### src/rtl/alu_exec_seq_if.sv
// alu_exec_seq_if: request/response bundle for alu_exec_seq; master drives in_valid, alu_op, opcode, funct, shamt, a, b and receives in_ready, result, hi, done, zero, ovf, illegal
interface alu_exec_seq_if #(
  parameter int WIDTH = 32
);
  localparam int SHW = $clog2(WIDTH);
  logic             in_valid;
  logic             in_ready;
  logic [1:0]       alu_op;
  logic [5:0]       opcode;
  logic [5:0]       funct;
  logic [SHW-1:0]   shamt;
  logic [WIDTH-1:0] a;
  logic [WIDTH-1:0] b;
  logic [WIDTH-1:0] result;
  logic [WIDTH-1:0] hi;
  logic             done;
  logic             zero;
  logic             ovf;
  logic             illegal;
  modport master (
    output in_valid, alu_op, opcode, funct, shamt, a, b,
    input  in_ready, result, hi, done, zero, ovf, illegal
  );
  modport slave (
    input  in_valid, alu_op, opcode, funct, shamt, a, b,
    output in_ready, result, hi, done, zero, ovf, illegal
  );
endinterface

### src/rtl/alu_exec_seq.sv
// alu_exec_seq: EX-stage ALU with decode, registered single-cycle ops and iterative MUL (plus restoring DIV when ALU_DIV_EN is defined); ports clk, rst, bus (alu_exec_seq_if.slave)
module alu_exec_seq #(
  parameter int WIDTH = 32
) (
  input logic           clk,
  input logic           rst,
  alu_exec_seq_if.slave bus
);
  localparam int SHW = $clog2(WIDTH);
  localparam logic [3:0] OP_AND = 4'd0;
  localparam logic [3:0] OP_OR  = 4'd1;
  localparam logic [3:0] OP_ADD = 4'd2;
  localparam logic [3:0] OP_SLL = 4'd3;
  localparam logic [3:0] OP_SRL = 4'd4;
  localparam logic [3:0] OP_LUI = 4'd5;
  localparam logic [3:0] OP_SUB = 4'd6;
  localparam logic [3:0] OP_SLT = 4'd7;
  localparam logic [3:0] OP_NOR = 4'd8;
  localparam logic [3:0] OP_XOR = 4'd9;
  localparam logic [3:0] OP_MUL = 4'd10;
`ifdef ALU_DIV_EN
  localparam logic [3:0] OP_DIV = 4'd11;
`endif
  typedef enum logic [1:0] {
    IDLE,
    MUL
`ifdef ALU_DIV_EN
    , DIV
`endif
  } state_e;
  state_e             state_q, state_d;
  logic [WIDTH-1:0]   result_q, result_d;
  logic [WIDTH-1:0]   hi_q, hi_d;
  logic [WIDTH-1:0]   mcand_q, mcand_d;
  logic [2*WIDTH-1:0] prod_q, prod_d;
  logic [SHW-1:0]     cnt_q, cnt_d;
  logic               done_q, done_d;
  logic               zero_q, zero_d;
  logic               ovf_q, ovf_d;
  logic               illegal_q, illegal_d;
  logic [3:0]         op;
  logic               bad;
  logic               sub;
  logic [WIDTH-1:0]   bx;
  logic [WIDTH-1:0]   sum;
  logic [WIDTH-1:0]   alu_y;
  logic               alu_ovf;
  logic [WIDTH:0]     madd;
  logic [2*WIDTH-1:0] mul_step;
  logic [2*WIDTH-1:0] step;
  logic               last;
  always_comb begin
    op  = OP_ADD;
    bad = 1'b0;
    case (bus.alu_op)
      2'b00: op = OP_ADD;
      2'b01: op = OP_SUB;
      2'b10:
        case (bus.funct)
          6'd36: op = OP_AND;
          6'd37: op = OP_OR;
          6'd32: op = OP_ADD;
          6'd34: op = OP_SUB;
          6'd42: op = OP_SLT;
          6'd39: op = OP_NOR;
          6'd38: op = OP_XOR;
          6'd0:  op = OP_SLL;
          6'd2:  op = OP_SRL;
          6'd24: op = OP_MUL;
`ifdef ALU_DIV_EN
          6'd26: op = OP_DIV;
`endif
          default: bad = 1'b1;
        endcase
      default:
        case (bus.opcode)
          6'd15: op = OP_LUI;
          6'd10: op = OP_SLT;
          6'd8:  op = OP_ADD;
          6'd13: op = OP_OR;
          6'd14: op = OP_XOR;
          6'd12: op = OP_AND;
          default: bad = 1'b1;
        endcase
    endcase
  end
  assign sub     = op == OP_SUB;
  assign bx      = sub ? ~bus.b : bus.b;
  assign sum     = bus.a + bx + WIDTH'(sub);
  assign alu_ovf = (op == OP_ADD || sub) && bus.a[WIDTH-1] == bx[WIDTH-1] && sum[WIDTH-1] != bus.a[WIDTH-1];
  always_comb begin
    alu_y = sum;
    case (op)
      OP_AND:  alu_y = bus.a & bus.b;
      OP_OR:   alu_y = bus.a | bus.b;
      OP_SLL:  alu_y = bus.b << bus.shamt;
      OP_SRL:  alu_y = bus.b >> bus.shamt;
      OP_LUI:  alu_y = {bus.b[WIDTH/2-1:0], {(WIDTH/2){1'b0}}};
      OP_SLT:  alu_y = WIDTH'($signed(bus.a) < $signed(bus.b));
      OP_NOR:  alu_y = ~(bus.a | bus.b);
      OP_XOR:  alu_y = bus.a ^ bus.b;
      default: alu_y = sum;
    endcase
  end
  assign madd     = {1'b0, prod_q[2*WIDTH-1:WIDTH]} + (prod_q[0] ? {1'b0, mcand_q} : {(WIDTH+1){1'b0}});
  assign mul_step = {madd, prod_q[WIDTH-1:1]};
`ifdef ALU_DIV_EN
  logic [WIDTH:0]     shifted;
  logic [WIDTH:0]     dsub;
  logic [2*WIDTH-1:0] div_step;
  assign shifted  = prod_q[2*WIDTH-1:WIDTH-1];
  assign dsub     = shifted - {1'b0, mcand_q};
  assign div_step = dsub[WIDTH] ? {shifted[WIDTH-1:0], prod_q[WIDTH-2:0], 1'b0} : {dsub[WIDTH-1:0], prod_q[WIDTH-2:0], 1'b1};
  assign step     = state_q == DIV ? div_step : mul_step;
`else
  assign step     = mul_step;
`endif
  assign last = cnt_q == SHW'(WIDTH - 1);
  always_comb begin
    state_d   = state_q;
    result_d  = result_q;
    hi_d      = hi_q;
    mcand_d   = mcand_q;
    prod_d    = prod_q;
    cnt_d     = cnt_q;
    done_d    = 1'b0;
    zero_d    = zero_q;
    ovf_d     = ovf_q;
    illegal_d = illegal_q;
    if (state_q == IDLE) begin
      if (bus.in_valid) begin
        if (op == OP_MUL) begin
          state_d = MUL;
          prod_d  = {{WIDTH{1'b0}}, bus.b};
          mcand_d = bus.a;
          cnt_d   = '0;
        end
`ifdef ALU_DIV_EN
        else if (op == OP_DIV && bus.b != '0) begin
          state_d = DIV;
          prod_d  = {{WIDTH{1'b0}}, bus.a};
          mcand_d = bus.b;
          cnt_d   = '0;
        end else if (op == OP_DIV) begin
          result_d  = '1;
          hi_d      = bus.a;
          zero_d    = 1'b0;
          ovf_d     = 1'b0;
          illegal_d = 1'b1;
          done_d    = 1'b1;
        end
`endif
        else begin
          result_d  = alu_y;
          zero_d    = alu_y == '0;
          ovf_d     = alu_ovf;
          illegal_d = bad;
          done_d    = 1'b1;
        end
      end
    end else begin
      prod_d = step;
      cnt_d  = cnt_q + 1'b1;
      if (last) begin
        state_d   = IDLE;
        result_d  = step[WIDTH-1:0];
        hi_d      = step[2*WIDTH-1:WIDTH];
        zero_d    = step[WIDTH-1:0] == '0;
        ovf_d     = 1'b0;
        illegal_d = 1'b0;
        done_d    = 1'b1;
      end
    end
  end
  always_ff @(posedge clk) begin
    if (rst) begin
      state_q   <= IDLE;
      result_q  <= '0;
      hi_q      <= '0;
      mcand_q   <= '0;
      prod_q    <= '0;
      cnt_q     <= '0;
      done_q    <= 1'b0;
      zero_q    <= 1'b0;
      ovf_q     <= 1'b0;
      illegal_q <= 1'b0;
    end else begin
      state_q   <= state_d;
      result_q  <= result_d;
      hi_q      <= hi_d;
      mcand_q   <= mcand_d;
      prod_q    <= prod_d;
      cnt_q     <= cnt_d;
      done_q    <= done_d;
      zero_q    <= zero_d;
      ovf_q     <= ovf_d;
      illegal_q <= illegal_d;
    end
  end
  assign bus.in_ready = state_q == IDLE && !rst;
  assign bus.result   = result_q;
  assign bus.hi       = hi_q;
  assign bus.done     = done_q;
  assign bus.zero     = zero_q;
  assign bus.ovf      = ovf_q;
  assign bus.illegal  = illegal_q;
endmodule

### src/flat_wrapper.sv
// flat-port wrapper written by rule: the top's interface ports become plain ports
module alu_exec_seq_flat 
#(
  parameter int WIDTH = 32
)
  (clk, rst, bus_in_valid, bus_alu_op, bus_opcode, bus_funct, bus_shamt, bus_a, bus_b, bus_in_ready, bus_result, bus_hi, bus_done, bus_zero, bus_ovf, bus_illegal);
  alu_exec_seq_if #(.WIDTH(WIDTH)) bus_i ();
  input logic clk;
  input logic rst;
  input wire logic [$bits(bus_i.in_valid)-1:0] bus_in_valid;
  input wire logic [$bits(bus_i.alu_op)-1:0] bus_alu_op;
  input wire logic [$bits(bus_i.opcode)-1:0] bus_opcode;
  input wire logic [$bits(bus_i.funct)-1:0] bus_funct;
  input wire logic [$bits(bus_i.shamt)-1:0] bus_shamt;
  input wire logic [$bits(bus_i.a)-1:0] bus_a;
  input wire logic [$bits(bus_i.b)-1:0] bus_b;
  output wire logic [$bits(bus_i.in_ready)-1:0] bus_in_ready;
  output wire logic [$bits(bus_i.result)-1:0] bus_result;
  output wire logic [$bits(bus_i.hi)-1:0] bus_hi;
  output wire logic [$bits(bus_i.done)-1:0] bus_done;
  output wire logic [$bits(bus_i.zero)-1:0] bus_zero;
  output wire logic [$bits(bus_i.ovf)-1:0] bus_ovf;
  output wire logic [$bits(bus_i.illegal)-1:0] bus_illegal;
  assign bus_i.in_valid = bus_in_valid;
  assign bus_i.alu_op = bus_alu_op;
  assign bus_i.opcode = bus_opcode;
  assign bus_i.funct = bus_funct;
  assign bus_i.shamt = bus_shamt;
  assign bus_i.a = bus_a;
  assign bus_i.b = bus_b;
  assign bus_in_ready = bus_i.in_ready;
  assign bus_result = bus_i.result;
  assign bus_hi = bus_i.hi;
  assign bus_done = bus_i.done;
  assign bus_zero = bus_i.zero;
  assign bus_ovf = bus_i.ovf;
  assign bus_illegal = bus_i.illegal;
  alu_exec_seq #(.WIDTH(WIDTH)) u_core (.clk(clk), .rst(rst), .bus(bus_i));
endmodule
### config.mk
export PLATFORM = sky130hd
export DESIGN_NAME = alu_exec_seq_flat
export DESIGN_NICKNAME = d
export VERILOG_FILES = /design/src/rtl/alu_exec_seq_if.sv /design/src/rtl/alu_exec_seq.sv /design/src/flat_wrapper.sv
export SDC_FILE = /design/constraint.sdc
export NUM_CORES = 1
export LEC_CHECK = 0
export ABC_CLOCK_PERIOD_IN_PS = 8300
export BUFFER_PORTS_ARGS = -buffer_cell sky130_fd_sc_hd__buf_2
export CAP_MARGIN = 10
export CELL_PAD_IN_SITES_DETAIL_PLACEMENT = 1
export CELL_PAD_IN_SITES_GLOBAL_PLACEMENT = 1
export CORE_ASPECT_RATIO = 2
export CORE_MARGIN = 2
export CORE_UTILIZATION = 49
export CTS_BUF_LIST = sky130_fd_sc_hd__clkbuf_8 sky130_fd_sc_hd__clkbuf_16
export DETAILED_ROUTE_END_ITERATION = 8
export GPL_TIMING_DRIVEN = 0
export PLACE_DENSITY = 0.94
export SYNTH_ARGS = -nofsm -noshare
export SYNTH_HDL_FRONTEND = slang
export SYNTH_SLANG_ARGS = --single-unit
### constraint.sdc
create_clock -name clk -period 8.3 [get_ports clk]
set_input_delay 0 -clock clk [delete_from_list [all_inputs] [get_ports clk]]
set_output_delay 0 -clock clk [all_outputs]
set_load 0.05 [all_outputs]
==> flow_metrics.env, run 1 <==
export IMPL_cts_max_level=4
export IMPL_place_congestion=1.21
export IMPL_ctsHoldBuffers=33
export IMPL_clock_root_buffer="clkbuf_16"
export IMPL_place_hpwl_um=84900
export IMPL_boundaryPins=155
export IMPL_status="did not finish"
export IMPL_postCtsResizedCells=0
export IMPL_rows=99
export IMPL_die_h_um=275
export IMPL_syn_nets=2698
export IMPL_synthTopCellsByCount="nand2_1, a21oi_1, nor2_1, dfxtp_1, ha_1"
export IMPL_start_util=0.495
export IMPL_ys_async_sr_fraction=0
export IMPL_synth_cell_types=93
export IMPL_synth_edf_count=0
export IMPL_yosysWarnings=0
export IMPL_syn_inst=2447
export IMPL_numCtsBuffers=17
export IMPL_overflow=378
export IMPL_stop_error="[ERROR GRT-0116] Global routing finished with congestion. Check the congestion regions in the DRC Viewer."
export IMPL_postCtsSetupBuffers=0
export IMPL_yosys_area_top_type_share=0.189
export IMPL_grtUsageTotal=0.756
export IMPL_fp_dieW_um=139
export IMPL_synth_seq_cells=170
export IMPL_io_buffers=148
export IMPL_synthTopCellsByArea="dfxtp_1, ha_1, nand2_1"
export IMPL_grt_max_degree=17
export IMPL_grt_pass1_wl_um=222000
export IMPL_synthesis_area_mm2=0.0180
export IMPL_cts_buffer_depth=2
export IMPL_first_global_vias=29300
export IMPL_lastStage="5_1_grt"
export IMPL_yosysSeqAreaShare=0.189
export IMPL_yosysMostFrequentCell="nand2_1"
export IMPL_cts_sinks=170
export IMPL_synthFlopType="dfxtp_1"
export IMPL_avgSynthCellArea_um2=7.35
export IMPL_yosys_area_top_type="dfxtp_1"
metal layers:
metal / GRT overflow / global-route usage
met2: 212 / 0.980
met5: 0 / 0.167
met1: 1 / 0.719
met3: 5 / 0.543
met4: 160 / 0.838
metrics by stage:
step / area [um^2] / util / instances / worst slack [ps] / hold slack (ps)
4_1_cts: 20300 / 0.558 / 3114 / 313 / 143
3_5_place_dp: 19300 / 0.532 / 3050 / -76.0 / 324
3_3_place_gp: 19300 / 0.531 / 3049 / 98.6 / 312
2_1_floorplan: 18000 / - / 2447 / 2780 / 136
logic make-up after synthesis:
logic type	Yosys count	share of synthesized area
AO/OA/AOI/OAI	678	0.245
XOR/XNOR	72	0.0351
adder cells (fa/ha/maj)	165	0.116
buffers and inverters	297	0.0645
flip-flops	170	0.189
multiplexers	123	0.103
AND/OR/NAND/NOR	942	0.247
==> run 2, diff against run 1 <==
==> config.mk (replaced) <==
export PLATFORM = sky130hd
export DESIGN_NAME = alu_exec_seq_flat
export DESIGN_NICKNAME = d
export VERILOG_FILES = /design/src/rtl/alu_exec_seq_if.sv /design/src/rtl/alu_exec_seq.sv /design/src/flat_wrapper.sv
export SDC_FILE = /design/constraint.sdc
export NUM_CORES = 1
export LEC_CHECK = 0
export ABC_CLOCK_PERIOD_IN_PS = 8300
export BUFFER_PORTS_ARGS = -buffer_cell sky130_fd_sc_hd__buf_2
export CAP_MARGIN = 10
export CORE_MARGIN = 2
export CORE_UTILIZATION = 40
export DETAILED_ROUTE_END_ITERATION = 8
export GPL_TIMING_DRIVEN = 0
export PLACE_DENSITY_LB_ADDON = 0.15
export SYNTH_ARGS = -nofsm -noshare
export SYNTH_HDL_FRONTEND = slang
export SYNTH_SLANG_ARGS = --single-unit
==> run 2 against run 1 <==
The flow now finishes without violations. Synthesized cell count unchanged. Area after synthesis unchanged.
==> flow_metrics.env, run 2 <==
export IMPL_hold_viol=0
export IMPL_grt_pass1_wl_um=137000
export IMPL_drive_above_1_share=0.114
export IMPL_drtPass1Iterations=6
export IMPL_core_mm2=0.0443
export IMPL_antenna_found_initial=5
export IMPL_wl_per_cell_um=29.5
export IMPL_clock_root_buffer="clkbuf_16"
export IMPL_vdd_ir_drop_worst_uv=175
export IMPL_path_cells="buf_2 > and2_0 > o21ai_1 > nand2_1 > o21ai_1 > clkbuf_1 > clkbuf_1 > nand2_1 > buf_1 > xnor2_1 > ha_1 > clkbuf_1 > nand2_1 > a2111oi_0 > o21a_1 > o31a_1 > a41oi_1 > o311a_1 > nor3_1 > o31ai_1 > or4_1 > nor4_1 > nand4b_1 > o21ai_1"
export IMPL_syn_inst=2447
export IMPL_cts_tree="done"
export IMPL_start_kind="input pin"
export IMPL_die_h_um=216
export IMPL_cap_violations=0
export IMPL_required_ps=8710
export IMPL_yosys_area_top_type_share=0.189
export IMPL_tightest_slew_ps=1330
export IMPL_place_congestion=1.05
export IMPL_crit_family="compound AO/OA/AOI/OAI gates"
export IMPL_synthFlopType="dfxtp_1"
export IMPL_power_mw=2.88
export IMPL_grt_max_degree=19
export IMPL_grtUsageTotal=0.403
export IMPL_area_growth_pct=13.5
export IMPL_rsz0062_at_grt="no"
export IMPL_cts_clk_slew_worst_paths_ps=70
export IMPL_postCtsSetupBuffers=0
export IMPL_yosysSeqAreaShare=0.189
export IMPL_max_slew_margin_rel=0.106
export IMPL_min_path_type="input pin to flip-flop"
export IMPL_crit_slowest_cell="o21ai_1"
export IMPL_final_cell_mix="nand2_1, a21oi_1, nor2_1"
export IMPL_synth_seq_cells=170
export IMPL_max_freq_mhz=128
export IMPL_overflow=0
export IMPL_ys_async_sr_fraction=0
export IMPL_synthTopCellsByArea="dfxtp_1, ha_1, nand2_1"
export IMPL_post_route_period_util=0.944
export IMPL_clk_latency_ps=500
export IMPL_setup_tns_ps=0
export IMPL_synthesis_area_mm2=0.0180
export IMPL_status="finished, final reports clean"
export IMPL_numCtsBuffers=17
export IMPL_finalMaxSlewViolations=0
export IMPL_nets=2895
export IMPL_boundaryPins=155
export IMPL_fp_dieW_um=216
export IMPL_finClkSkew_ps=17.9
export IMPL_cts_buffer_depth=2
export IMPL_path_max_fanout=10
export IMPL_cts_max_level=4
export IMPL_drc=0
export IMPL_synth_edf_count=0
export IMPL_postRouteWirelength_um=95800
export IMPL_start_util=0.406
export IMPL_largest_reg_flops=64
export IMPL_yosysWarnings=0
export IMPL_crit_buf_inv=5
export IMPL_powerDensity_mw_per_mm2=141
export IMPL_place_hpwl_um=76800
export IMPL_yosys_area_top_type="dfxtp_1"
export IMPL_cts_sinks=170
export IMPL_dieArea_mm2=0.0466
export IMPL_arrival_ps=8240
export IMPL_ant_nets=0
export IMPL_power_leakage_nw=8.66
export IMPL_yosysMostFrequentCell="nand2_1"
export IMPL_synth_cell_types=93
export IMPL_final_common_cell="nand2_1"
export IMPL_avgSynthCellArea_um2=7.35
export IMPL_first_iter_violations=3000
export IMPL_syn_nets=2698
export IMPL_via_per_inst=6.49
export IMPL_vias=21100
export IMPL_first_global_vias=19500
export IMPL_fin_crit_ps=7840
export IMPL_max_flop_register="u_core.prod_q"
export IMPL_path_class="input pin to flip-flop"
export IMPL_cp_end_kind="flip-flop"
export IMPL_synthTopCellsByCount="nand2_1, a21oi_1, nor2_1, dfxtp_1, ha_1"
export IMPL_setup_viol=0
export IMPL_slowest_delay_ps=870
export IMPL_io_buffers=148
export IMPL_rows=77
[run 2: cell counts after synthesis]
Identical to the previous run, type by type.
[run 2: cells by family after synthesis]
| kind of cell | Yosys count | synth area share |
|---|---|---|
| buf+inv | 297 | 0.0645 |
| fa+ha+maj | 165 | 0.116 |
| xor+xnor | 72 | 0.0351 |
| simple gates | 942 | 0.247 |
| flops | 170 | 0.189 |
| compound gates | 678 | 0.245 |
| mux | 123 | 0.103 |
[run 2: final cells by class]
cell class / count / area, um^2
flip-flops and latches: 170 / 3400
inverters: 98 / 368
fillers: 4641 / 23900
well taps: 592 / 741
clock inverters: 15 / 206
repair buffers: 178 / 1040
plain buffers: 199 / 791
clock buffers: 17 / 425
multi-input cells: 1980 / 13400
diodes: 2 / 5.00
[run 2: worst paths after layout]
check | end | slack, ps | startpoint | cells past startpoint
worst max-delay path | u_core.bus.zero$_SDFFE_PP0P_ | 460 | bus_opcode[2] | 24
worst min-delay path | u_core.mcand_q[9]$_SDFFE_PP0P_ | 40 | bus_a[9] | 3
worst max register to register | u_core.bus.hi[29]$_SDFFE_PP0P_ | 3170 | u_core.prod_q[0]$_SDFFE_PP0P_ | 16
worst min register to register | u_core.bus.result[29]$_SDFFE_PP0P_ | 450 | u_core.bus.result[29]$_SDFFE_PP0P_ | 2
[run 2: per-stage QoR]
step           hold WS [ps]  instances  instance area [um^2]  utilization  worst slack [ps]
2_1_floorplan           136       2447                 18000            -              2780
3_3_place_gp            320       3187                 19500        0.439               388
5_1_grt                1.43       3249                 20400        0.460               384
4_1_cts                1.70       3249                 20400        0.460               899
6_report               35.7       3251                 20400        0.460               465
3_5_place_dp            332       3189                 19500        0.440               408
[run 2: worst reg2reg max path: cells and delay by family (launching register included)]
kind                       cells  cell delay, ps
AOI/OAI and AO/OA             10            3070
adders and majority gates      2             670
and+or+nand+nor                3             500
DFF                            1             470
buffers and inverters          1             300
[run 2: power breakdown]
group	total [mW]	leakage [nW]	internal, mW	switching (mW)
registers	0.852	1.38	0.839	0.0125
clock network	0.874	0.308	0.461	0.414
logic	1.15	6.97	0.366	0.783
[run 2: per-layer routing]
metal  global-route usage  share of wire
met5                    0        0.00028
met4                0.205          0.056
met3                0.101           0.10
met2                0.597           0.42
met1                0.542           0.42
[run 2: timing repair]
action / 4_1_cts / 5_1_grt
endpoints found under the hold margin: 28 / 0
hold buffers: 28 / 0
resized for setup: 0 / 0
(Power assumes the default switching activity.)
==> run 3, diff against run 2 <==
--- a/config.mk
+++ b/config.mk
@@ -5,6 +5,7 @@
 export SDC_FILE = /design/constraint.sdc
 export NUM_CORES = 1
 export LEC_CHECK = 0
+export ABC_AREA = 1
 export ABC_CLOCK_PERIOD_IN_PS = 8300
 export BUFFER_PORTS_ARGS = -buffer_cell sky130_fd_sc_hd__buf_2
 export CAP_MARGIN = 10
@@ -12,7 +13,7 @@
 export CORE_UTILIZATION = 40
 export DETAILED_ROUTE_END_ITERATION = 8
 export GPL_TIMING_DRIVEN = 0
-export PLACE_DENSITY_LB_ADDON = 0.15
+export PLACE_DENSITY = 0.68
 export SYNTH_ARGS = -nofsm -noshare
 export SYNTH_HDL_FRONTEND = slang
 export SYNTH_SLANG_ARGS = --single-unit
==> run 3 against run 2 <==
Worst hold slack worse by 23 ps. Power is 2.5% lower. Die area is 5.1% lower. Cell count is 9.2% higher. Critical path type unchanged. Critical endpoint unchanged. Highest routed layer unchanged.
==> flow_metrics.env, run 3 <==
export IMPL_status="finished, final reports clean"
export IMPL_cts_sinks=170
export IMPL_fin_hold_ws_ps=12.8
export IMPL_r2r_slack_ps=4100
export IMPL_finClkSkew_ps=11.9
export IMPL_setup_tns_ps=0
export IMPL_wl_per_cell_um=25.6
export IMPL_post_route_period_util=0.651
export IMPL_finalMaxSlewViolations=0
export IMPL_hold_viol=0
export IMPL_first_iter_violations=2693
export IMPL_slowest_delay_ps=610
export IMPL_start_kind="input pin"
export IMPL_preCtsSetupSlack_ps=2750
export IMPL_overflow=0
export IMPL_drive_above_1_share=0.0924
export IMPL_max_flop_register="u_core.prod_q"
export IMPL_power_leakage_nw=9.54
export IMPL_max_freq_mhz=185
export IMPL_grtUsageTotal=0.402
export IMPL_postRouteWirelength_um=91000
export IMPL_area_growth_pct=13.7
export IMPL_postCtsResizedCells=0
export IMPL_die_h_um=210
export IMPL_rows=75
export IMPL_synthFlopType="dfxtp_1"
export IMPL_setup_ws_ps=2900
export IMPL_postCtsSetupBuffers=0
export IMPL_fp_dieW_um=210
export IMPL_crit_family="simple AND/OR/NAND/NOR gates"
export IMPL_nets=3246
export IMPL_drtPass1Iterations=6
export IMPL_clock_root_buffer="clkbuf_16"
export IMPL_via_per_inst=6.01
export IMPL_tightest_slew_ps=830
export IMPL_yosysWarnings=0
export IMPL_powerDensity_mw_per_mm2=145
export IMPL_yosysMostFrequentCell="nand2_1"
export IMPL_core_mm2=0.0420
export IMPL_power_frac_comb=0.406
export IMPL_swShare=0.434
export IMPL_ctsHoldBuffers=30
export IMPL_dieArea_mm2=0.0443
export IMPL_start_util=0.405
export IMPL_setup_viol=0
export IMPL_cts_tree="done"
export IMPL_place_congestion=1.08
export IMPL_synthTopCellsByCount="nand2_1, inv_1, nor2_1, nand3_1, o21ai_0"
export IMPL_crit_buf_inv=7
export IMPL_vdd_ir_drop_worst_uv=145
export IMPL_max_slew_margin_rel=0.447
export IMPL_drc=0
export IMPL_syn_inst=2795
export IMPL_antenna_found_initial=7
export IMPL_p_switching_mw=1.22
export IMPL_power_mw=2.80
export IMPL_crit_slowest_cell="buf_1"
export IMPL_vias=21300
export IMPL_cts_max_level=4
export IMPL_cp_end_kind="flip-flop"
export IMPL_pwr_share_clk=0.290
export IMPL_rsz0062_at_grt="no"
export IMPL_synth_seq_cells=170
export IMPL_ant_nets=0
export IMPL_largest_reg_flops=64
export IMPL_yosys_area_top_type="dfxtp_1"
export IMPL_synthTopCellsByArea="dfxtp_1, nand2_1, ha_1"
export IMPL_crit_top_cell="nand3_1"
export IMPL_grt_max_degree=17
export IMPL_path_max_fanout=10
export IMPL_cts_clk_slew_worst_paths_ps=70
export IMPL_first_global_vias=19500
export IMPL_place_hpwl_um=75200
export IMPL_final_cells=3550
export IMPL_dp_cells=3485
export IMPL_yosysSeqAreaShare=0.200
export IMPL_final_cell_mix="nand2_1, inv_1, nor2_1"
export IMPL_syn_nets=3046
export IMPL_pwr_share_seq=0.304
export IMPL_ys_async_sr_fraction=0
export IMPL_p_int_mw=1.59
export IMPL_yosys_area_top_type_share=0.200
export IMPL_final_common_cell="nand2_1"
export IMPL_arrival_ps=5780
export IMPL_path_class="input pin to flip-flop"
export IMPL_required_ps=8680
export IMPL_synth_edf_count=0
export IMPL_clk_latency_ps=430
export IMPL_avgSynthCellArea_um2=6.10
export IMPL_fin_crit_ps=5400
export IMPL_cap_violations=0
export IMPL_numCtsBuffers=17
export IMPL_synth_cell_types=60
export IMPL_io_buffers=151
export IMPL_grt_pass1_wl_um=129000
export IMPL_cts_buffer_depth=2
export IMPL_synthesis_area_mm2=0.0170
export IMPL_boundaryPins=155
export IMPL_min_path_type="input pin to flip-flop"
==> run 3: metrics by stage <==
stage               utilization  cell area [um^2]
CTS                       0.461             19400
detailed placement        0.439             18500
global route              0.461             19400
global placement          0.439             18500
floorplan                     -             17000
finish                    0.461             19400
==> run 3: worst min-delay path: stages <==
cell,delay [ps]
buf_2,200
nand2_1,110
a31oi_1,70
==> run 3: layout make-up <==
cell class	instances	area (um^2)
inverter	280	1050
sequential	170	3400
clock buffer	21	460
tap	539	674
antenna	3	7.51
fill	4627	22700
timing repair buffer	181	1060
buffer	134	583
multi-input combinational	2211	12000
clock inverter	11	135
==> run 3: power groups by stage <==
stage | Clock (mW) | Combinational, mW | Sequential, mW
floorplan | 0 | 0.555 | 0.939
global placement | 0 | 1.07 | 0.870
detailed placement | 0 | 1.07 | 0.871
CTS | 0.812 | 1.08 | 0.852
global route | 0.844 | 1.19 | 0.854
finish | 0.814 | 1.14 | 0.853
==> run 3: logic make-up (layout without fill, tap and decap cells) <==
| group | after synthesis | count (layout) | synth area share |
|---|---|---|---|
| AO/OA/AOI/OAI | 612 | 612 | 0.207 |
| flip-flops | 170 | 170 | 0.200 |
| adder cells (fa/ha/maj) | 165 | 165 | 0.122 |
| AND/OR/NAND/NOR | 1363 | 1363 | 0.338 |
| multiplexers | 5 | 5 | 0.00294 |
| XOR/XNOR | 66 | 66 | 0.0339 |
| other | 0 | 3 | 0 |
| buffers and inverters | 414 | 627 | 0.0960 |
==> run 3: routing by layer <==
metal / track usage / vias up / share of wire
li1: - / 9718 / -
met1: 0.551 / 10100 / 0.42
met2: 0.598 / 1289 / 0.41
met3: 0.0937 / 222 / 0.12
met4: 0.179 / 6 / 0.051
met5: 0 / - / 0.00044
==> run 3: worst paths after layout <==
kind / startpoint / to / cells past startpoint
setup / recovery: bus_funct[5] / u_core.bus.zero$_SDFFE_PP0P_ / 31
hold / removal: bus_b[8] / u_core.prod_q[8]$_SDFFE_PP0P_ / 3
setup reg to reg: u_core.prod_q[0]$_SDFFE_PP0P_ / u_core.prod_q[56]$_SDFFE_PP0P_ / 18
hold reg to reg: u_core.bus.hi[0]$_SDFFE_PP0P_ / u_core.bus.hi[0]$_SDFFE_PP0P_ / 2
